[config.mk]
export PLATFORM = sky130hd
export DESIGN_NAME = seven_segment_scanner
export DESIGN_NICKNAME = d
export VERILOG_FILES = /design/src/rtl/seven_segment_scanner.sv
export SDC_FILE = /design/constraint.sdc
export NUM_CORES = 1
export LEC_CHECK = 0
export CAP_MARGIN = 20
export CORE_UTILIZATION = 58
export CTS_CLUSTER_DIAMETER = 100
export DETAILED_ROUTE_END_ITERATION = 7
export PLACE_DENSITY = 0.89
export SLEW_MARGIN = 20
export SYNTH_ARGS = -nofsm -noshare
export SYNTH_HDL_FRONTEND = slang
export SYNTH_SLANG_ARGS = --single-unit
[constraint.sdc]
create_clock -name CLK -period 3.2 [get_ports CLK]
set_input_delay 0.96 -clock CLK [delete_from_list [all_inputs] [get_ports CLK]]
set_output_delay 0.96 -clock CLK [all_outputs]
set_load 0.05 [all_outputs]
[src/rtl/seven_segment_scanner.sv]
// Time-multiplexed seven-segment driver. Digits are scanned from a copy latched
// at each frame boundary, with per-slot anode blanking, leading-zero blanking and blink.
module seven_segment_scanner #(
    parameter int NUM_DIGITS   = 4,
    parameter int SCAN_DIV     = 1024,
    parameter int BLANK_CYCLES = 16,
    parameter int BLINK_DIV    = 64
) (
    input  logic                    CLK,
    input  logic                    RESET,
    input  logic [4*NUM_DIGITS-1:0] digits,
    input  logic [NUM_DIGITS-1:0]   dp_in,
    input  logic                    DISPLAY_EN,
    input  logic                    BLINK_EN,
    input  logic                    LZ_SUPPRESS,
    output logic [7:0]              seg,
    output logic [NUM_DIGITS-1:0]   an,
    output logic                    frame_tick
);

    localparam int CNT_W = (SCAN_DIV > 1) ? $clog2(SCAN_DIV) : 1;
    localparam int IDX_W = (NUM_DIGITS > 1) ? $clog2(NUM_DIGITS) : 1;
    localparam int BLK_W = (BLINK_DIV > 1) ? $clog2(BLINK_DIV) : 1;

    localparam logic [CNT_W-1:0] CNT_LAST  = CNT_W'(SCAN_DIV - 1);
    localparam logic [CNT_W-1:0] CNT_BLANK = CNT_W'(BLANK_CYCLES);
    localparam logic [IDX_W-1:0] IDX_LAST  = IDX_W'(NUM_DIGITS - 1);
    localparam logic [BLK_W-1:0] BLK_LAST  = BLK_W'(BLINK_DIV - 1);

    logic [CNT_W-1:0]           cnt;
    logic [IDX_W-1:0]           idx;
    logic [BLK_W-1:0]           blink_cnt;
    logic                       blink_phase;
    logic [NUM_DIGITS-1:0][3:0] shadow_nib;
    logic [NUM_DIGITS-1:0]      shadow_dp;

    logic                       slot_end;
    logic                       frame_end;

    logic [NUM_DIGITS-1:0]      lz_mask_p0;
    logic                       supp_p0;
    logic                       lit_p0;
    logic [7:0]                 seg_p0;
    logic [NUM_DIGITS-1:0]      an_p0;

    function automatic logic [6:0] hex_to_seg(input logic [3:0] nib);
        case (nib)
            4'h0: return 7'h40;
            4'h1: return 7'h79;
            4'h2: return 7'h24;
            4'h3: return 7'h30;
            4'h4: return 7'h19;
            4'h5: return 7'h12;
            4'h6: return 7'h02;
            4'h7: return 7'h78;
            4'h8: return 7'h00;
            4'h9: return 7'h18;
            4'hA: return 7'h08;
            4'hB: return 7'h03;
            4'hC: return 7'h46;
            4'hD: return 7'h21;
            4'hE: return 7'h06;
            4'hF: return 7'h0E;
        endcase
    endfunction

    // Bit k set when digit k and every digit above it are zero; digit 0 never blanks.
    function automatic logic [NUM_DIGITS-1:0] lz_mask(input logic [NUM_DIGITS-1:0][3:0] nibs);
        logic run;
        lz_mask = '0;
        run     = 1'b1;
        for (int k = NUM_DIGITS - 1; k > 0; k--) begin
            run        = run && (nibs[k] == 4'h0);
            lz_mask[k] = run;
        end
    endfunction

    assign slot_end  = (cnt == CNT_LAST);
    assign frame_end = slot_end && (idx == IDX_LAST);

    // Stage p0: decode the current scan position against the shadow copy
    always_comb begin
        lz_mask_p0 = lz_mask(shadow_nib);
        supp_p0    = LZ_SUPPRESS && lz_mask_p0[idx];
        lit_p0     = (cnt >= CNT_BLANK) && DISPLAY_EN && !(BLINK_EN && blink_phase);
        an_p0      = '1;
        seg_p0     = 8'hFF;
        if (lit_p0) begin
            an_p0[idx]  = 1'b0;
            seg_p0[7]   = ~shadow_dp[idx];
            seg_p0[6:0] = supp_p0 ? 7'h7F : hex_to_seg(shadow_nib[idx]);
        end
    end

    // Stage p1: scan state, frame-latched shadow and registered outputs
    always_ff @(posedge CLK or posedge RESET) begin
        if (RESET) begin
            cnt         <= '0;
            idx         <= '0;
            blink_cnt   <= '0;
            blink_phase <= 1'b0;
            shadow_nib  <= '0;
            shadow_dp   <= '0;
            frame_tick  <= 1'b0;
            an          <= '1;
            seg         <= 8'hFF;
        end else begin
            cnt        <= slot_end ? '0 : cnt + 1'b1;
            frame_tick <= frame_end;
            an         <= an_p0;
            seg        <= seg_p0;
            if (slot_end) begin
                idx <= (idx == IDX_LAST) ? '0 : idx + 1'b1;
            end
            // Blink keeps counting frames even while BLINK_EN is low.
            if (frame_end) begin
                shadow_nib <= digits;
                shadow_dp  <= dp_in;
                if (blink_cnt == BLK_LAST) begin
                    blink_cnt   <= '0;
                    blink_phase <= ~blink_phase;
                end else begin
                    blink_cnt <= blink_cnt + 1'b1;
                end
            end
        end
    end

endmodule

; After elaboration in Yosys (flattened, before gate mapping)
; Memories as Yosys holds them, arrays and structs flattened.
; Index checks and enable logic that the tools add are counted.
; Widths: inputs -> output; s select.
[word_totals]
reg_bits = 52
mem_bits_ro = 112
input_bits = 25
out_inout_bits = 13
wordCells = 52
memories = 1
[classes]
n_addsub = 3
n_lt_le_gt_ge = 3
n_eq_ne = 3
mux = 14
bitwise_logic = 3
reduce_logical = 13
[mem_list]
columns = name, depth, width, rd, rd_ports_with_merged_regs, write_ports, line
row1 = (name not given), 16, 7, 1, 0, 0, 47  ; case (nib)
[ops]
columns = cell, count
row1 = $logic_not 4->1, 3
row2 = $add 10x1->10 const B, 1
row3 = $eq 10x10->1 const B, 1
row4 = $ge 10x5->1 const B, 1
row5 = $mux 10, 1
row6 = $bmux 4 s2, 1
row7 = $logic_and 1x1->1, 8
row8 = $mux 4, 2
row9 = $mux 8, 1
row10 = $mux 7, 1
row11 = $add 6x1->6 const B, 1
row12 = $eq 6x6->1 const B, 1
row13 = $mux 6, 1
row14 = $bmux 1 s2, 2
row15 = $not 4->4, 1
row16 = $lt 2x3->1 const B, 1
row17 = $mux 1, 3
row18 = $add 2x1->2 const B, 1
row19 = $demux 1 s2, 1
row20 = $eq 2x2->1 const B, 1
row21 = $ge 2x1->1 const B, 1
row22 = $mux 2, 1
row23 = $not 1->1, 2
row24 = $reduce_and 2->1, 1
row25 = $logic_not 1->1, 1

; Logic depth before layout (Yosys ltp)
[logic_depth]
depth_word = 8
depth_mapped = 8
depth_no_buf = 7

; Least setup slack after synthesis
; No wires, ideal clock.
[synth_path]
path_type = reg2reg
startpoint = register idx[1]
endpoint = register seg[3]
arrival_time_ps = 1963
t_required_ps = 3109
slack_ps = 1146
path_stages_with_launch = 8
path_buffers = 1
cell_sequence = dfrtp_1 > buf_6 > mux4_1 > inv_1 > ha_1 > mux2_2 > nor2_1 > o31ai_1
[synth_via]
elab_chain_len = 5
word_cells_on_any_way = 8
cone_classes = mux: 6 / reduce/logical: 1 / memory: 1
[synth_lines]
columns = element, line
row1 = start: declaration, 31  ; logic [IDX_W-1:0] idx;
row2 = start signal: assignment, 113  ; idx <= (idx == IDX_LAST) ? '0 : idx + 1'b1;
row3 = $bmux 4 s2 or $bmux 1 s2 (tied branches), "91, 84"
row4 = $mux 4 (implied by the code) or $mux 1 (tied branches), "91, 84"
row5 = $mem_v2 16x7 or $logic_and 1x1->1 (tied branches), -
row6 = $mux 7 *, 91  ; seg_p0[6:0] = supp_p0 ? 7'h7F : hex_to_seg(shadow_nib[idx]);
row7 = $mux 8 *, 88  ; if (lit_p0) begin
row8 = net seg_p0[3], 43  ; logic [7:0] seg_p0;
row9 = end signal: assignment, 111  ; seg <= seg_p0;
row10 = end: declaration, 16  ; output logic [7:0] seg,
; Mark *: on every way through the listed nets, which the timed path passes. The rest lies on a longest branch. The select of a mux whose other input is x is not followed.
; A chain may end at the register's enable or synchronous reset.

; Worst setup path after layout
[layout_path]
startpoint = register seg[2]
endpoint = output seg[2]
; No word-level cell between the ends.

==> run_results.csv <==
group,metric,value,unit
worst_setup_path,crit_slowest_cell,"clkdlybuf4s50_1",
worst_setup_path,criticalPathCategory,"flip-flop to primary output",
drt,ant_nets,0,
global_routing,grt_pass1_vias,1685,
clocking,post_cts_buffers,0,
final_layout,fin_util,0.7385,
clocking,cts-root-buf,"clkbuf_8",
timing,fin_skew,0.005236,ns
flow_run,cap_violations,0,
global_routing,grtUsageTotal,0.2313,
power_and_ir_drop,p_leak,0.001299,uW
power_and_ir_drop,p_seq_frac,0.573,
timing,finalSetupViolCount,0,
worst_setup_path,startpoint_type,"flip-flop",
die,coreArea,0.004058,mm2
synthesis,synth.distinct_cells,37,
clocking,clk_latency,0.30,ns
worst_setup_path,worst-path-max-fanout,1,
worst_setup_path,crit_chain,"clkdlybuf4s50_1",
clocking,cts_made_buffers,5,
timing,tightest_slew,0.8425,ns
final_layout,diodes,0,
final_layout,syn2layout_area_growth,19.75,%
worst_hold_path,hp-start,"blink_cnt[4]$_DFFE_PP0P_",
synthesis,synth_top_cell_area_share,0.4000,
final_layout,multi_input_area,0.001085,mm2
drt,remaining_drc_errors,0,
worst_setup_path,critPathMaxStageDelay,0.79,ns
final_layout,drive_above_1_share,0.1959,
clocking,cts-resized-gates,0,
placement,gp_congestion,0.8431,
power_and_ir_drop,p_int,924.6,uW
global_routing,grt_pass1_wl,7.672,mm
timing,max_freq,387.5,MHz
power_and_ir_drop,p_sw,290.0,uW
timing,rsz0062_at_grt,"false",
synthesis,async_reset_ff_frac,1.000,
worst_setup_path,arrival,1.62,ns
clocking,path_clk_slew,0.09,ns
status,status,"completed",
placement,hpwl,3.278,mm
timing,timing.final.crit_period,2.580,ns
drt,drt-initial-drc-count,115,
worst_setup_path,endpoint_kind,"primary output",
synthesis,synth_common_cells,"dfrtp_1 (40), mux2_2 (22), nand2_1 (19)",
worst_hold_path,holdPathStages,1,
die,io_pins,38,
worst_setup_path,r2r-end,"seg[3]$_DFF_PP1_",
timing,post-route-period-util,0.8064,
synthesis,synthCells,206,
synthesis,yosysTopAreaCell,"dfrtp_1",
global_routing,grt_max_degree,31,
worst_setup_path,reg2reg_depth,6,
drt,wire_per_inst,15.38,um
worst_hold_path,min_to,"blink_cnt[4]$_DFFE_PP0P_",
synthesis,yosysWarnings,0,
clocking,clock-sinks,52,
clocking,cts_max_level,2,
synthesis,ys_ff_latch,52,
timing,hold_viol_final,0,
synthesis,synth_fp_nets,243,
die,die_h,67.69,um
timing,slew_headroom,0.4383,
die,rows,23,
power_and_ir_drop,switching_share,0.2387,
drt,detail_route.vias_per_cell,5.695,
final_layout,final_nets,282,
worst_setup_path,timing.rr.start,"idx[1]$_DFFE_PP0N_",
final_layout,fillers,263,
die,die_area,0.004581,mm2
power_and_ir_drop,p_clk_frac,0.304,
synthesis,synth_edf_count,0,
timing,drv_slew,0,
timing,fin_tns_setup,0,ns
synthesis,synth.most_common_cell,"dfrtp_1",
placement,io_buffer_count,37,
worst_setup_path,critPathBufInv,1,
global_routing,antenna_found_initial,0,
synthesis,synth.area.top_cells,"dfrtp_1 (40%), dfstp_2 (13%), mux2_2 (9.9%), ha_1 (6.0%), nand2_1 (2.8%)",
worst_hold_path,hold_path_class,"flip-flop to flip-flop",
placement,dpl_cell_area,0.002910,mm2
synthesis,synth-seq-area-share,0.5260,
final_layout,seqCellArea,0.001316,mm2
drt,routed_wl,4.537,mm
worst_setup_path,crit_family,"buffers and inverters",
final_layout,fin_area,0.002997,mm2
global_routing,grt_overflow,0,
drt,firstDrtPassIters,4,
synthesis,synthFlopType,"dfrtp_1",
clocking,clock_path_buffers,2,
drt,vias,1680,
clocking,cts_tree,"yes",
die,start_util,0.6167,
synthesis,avgSynthCellArea,12.15,um2
clocking,hold_buffers,0,
die,fp.dieW,67.69,um
power_and_ir_drop,vdd_drop_max,0.0002869,V
worst_setup_path,r2r_slack,0.81,ns
synthesis,synthesis.area,0.002502,mm2
worst_setup_path,cp.required,2.24,ns
power_and_ir_drop,combPwrFrac,0.123,
power_and_ir_drop,cellPowerDensity,405.3,mW/mm2
==> worst max-delay path by stage <==
stage                     start                        to  cells after the start
2_1_floorplan             RESET  blink_cnt[0]$_DFFE_PP0P_                      1
3_3_place_gp         DISPLAY_EN          seg[5]$_DFF_PP1_                      5
3_5_place_dp         DISPLAY_EN          seg[6]$_DFF_PP1_                      5
4_1_cts        seg[2]$_DFF_PP1_                    seg[2]                      1
5_1_grt        seg[2]$_DFF_PP1_                    seg[2]                      1
6_report       seg[2]$_DFF_PP1_                    seg[2]                      1
==> metrics by stage <==
stage	total power, uW	cells	worst slack [ns]	hold slack [ns]
2_1_floorplan	795.8	206	1.002	0.4348
3_3_place_gp	854.1	288	0.6092	0.4516
3_5_place_dp	859.2	288	0.4512	0.4585
4_1_cts	1223	295	0.6020	0.4731
5_1_grt	1269	295	0.5651	0.4883
6_report	1215	295	0.6196	0.4718
==> power groups by stage <==
| stage | clock network, uW | logic [uW] | registers [uW] |
|---|---|---|---|
| finish | 369 | 149 | 696 |
| global route | 407 | 163 | 699 |
| CTS | 376 | 151 | 696 |
| detailed placement | 0 | 150 | 709 |
| global placement | 0 | 147 | 707 |
| floorplan | 0 | 58.6 | 737 |
==> routing by layer <==
metal  global-route usage  vias up  part of all wire
met5                    0        -                 0
met4              0.08511        0             0.016
met3              0.05068        8             0.040
met2               0.3577       48              0.49
met1               0.3185      821              0.45
li1                     -      803                 -
==> state kept, by name, summed over array words and instances, names as in the netlist <==
register and flops:
an 4, blink_cnt 6, blink_phase 1, cnt 10, frame_tick 1, idx 2, seg 8, shadow_dp 4
shadow_nib 16
==> cells by family after synthesis <==
logic type	synth area share
mux	0.1550
fa+ha+maj	0.06000
flops	0.5260
buf+inv	0.04050
compound gates	0.06700
xor+xnor	0.03500
simple gates	0.1165
==> placed cells by master, fill, tap and decap left out, types with 2 or more instances in the layout <==
| cell type | n |
|---|---|
| a21oi_1 | 6 |
| and3_1 | 3 |
| and4_1 | 3 |
| clkbuf_8 | 6 |
| clkdlybuf4s50_1 | 37 |
| dfrtp_1 | 40 |
| dfstp_2 | 12 |
| ha_1 | 12 |
| inv_1 | 12 |
| mux2_2 | 22 |
| mux2i_1 | 2 |
| mux4_1 | 2 |
| mux4_2 | 3 |
| nand2_1 | 19 |
| nand3_1 | 9 |
| nand4_1 | 2 |
| nor2_1 | 10 |
| nor2b_1 | 2 |
| nor4_1 | 3 |
| o211ai_1 | 2 |
| o21ai_0 | 7 |
| o221ai_1 | 4 |
| o31ai_1 | 2 |
| xnor2_1 | 3 |
| xor2_1 | 7 |
==> cell type report <==
cell class,count,area share
sequential,52,0.4392
clock inverter,1,0.001253
timing repair buffer,39,0.1328
tap,50,0.02088
inverter,13,0.01628
clock buffer,6,0.02756
multi-input combinational,134,0.3620
Note: power is estimated with default switching activity, not from simulation.
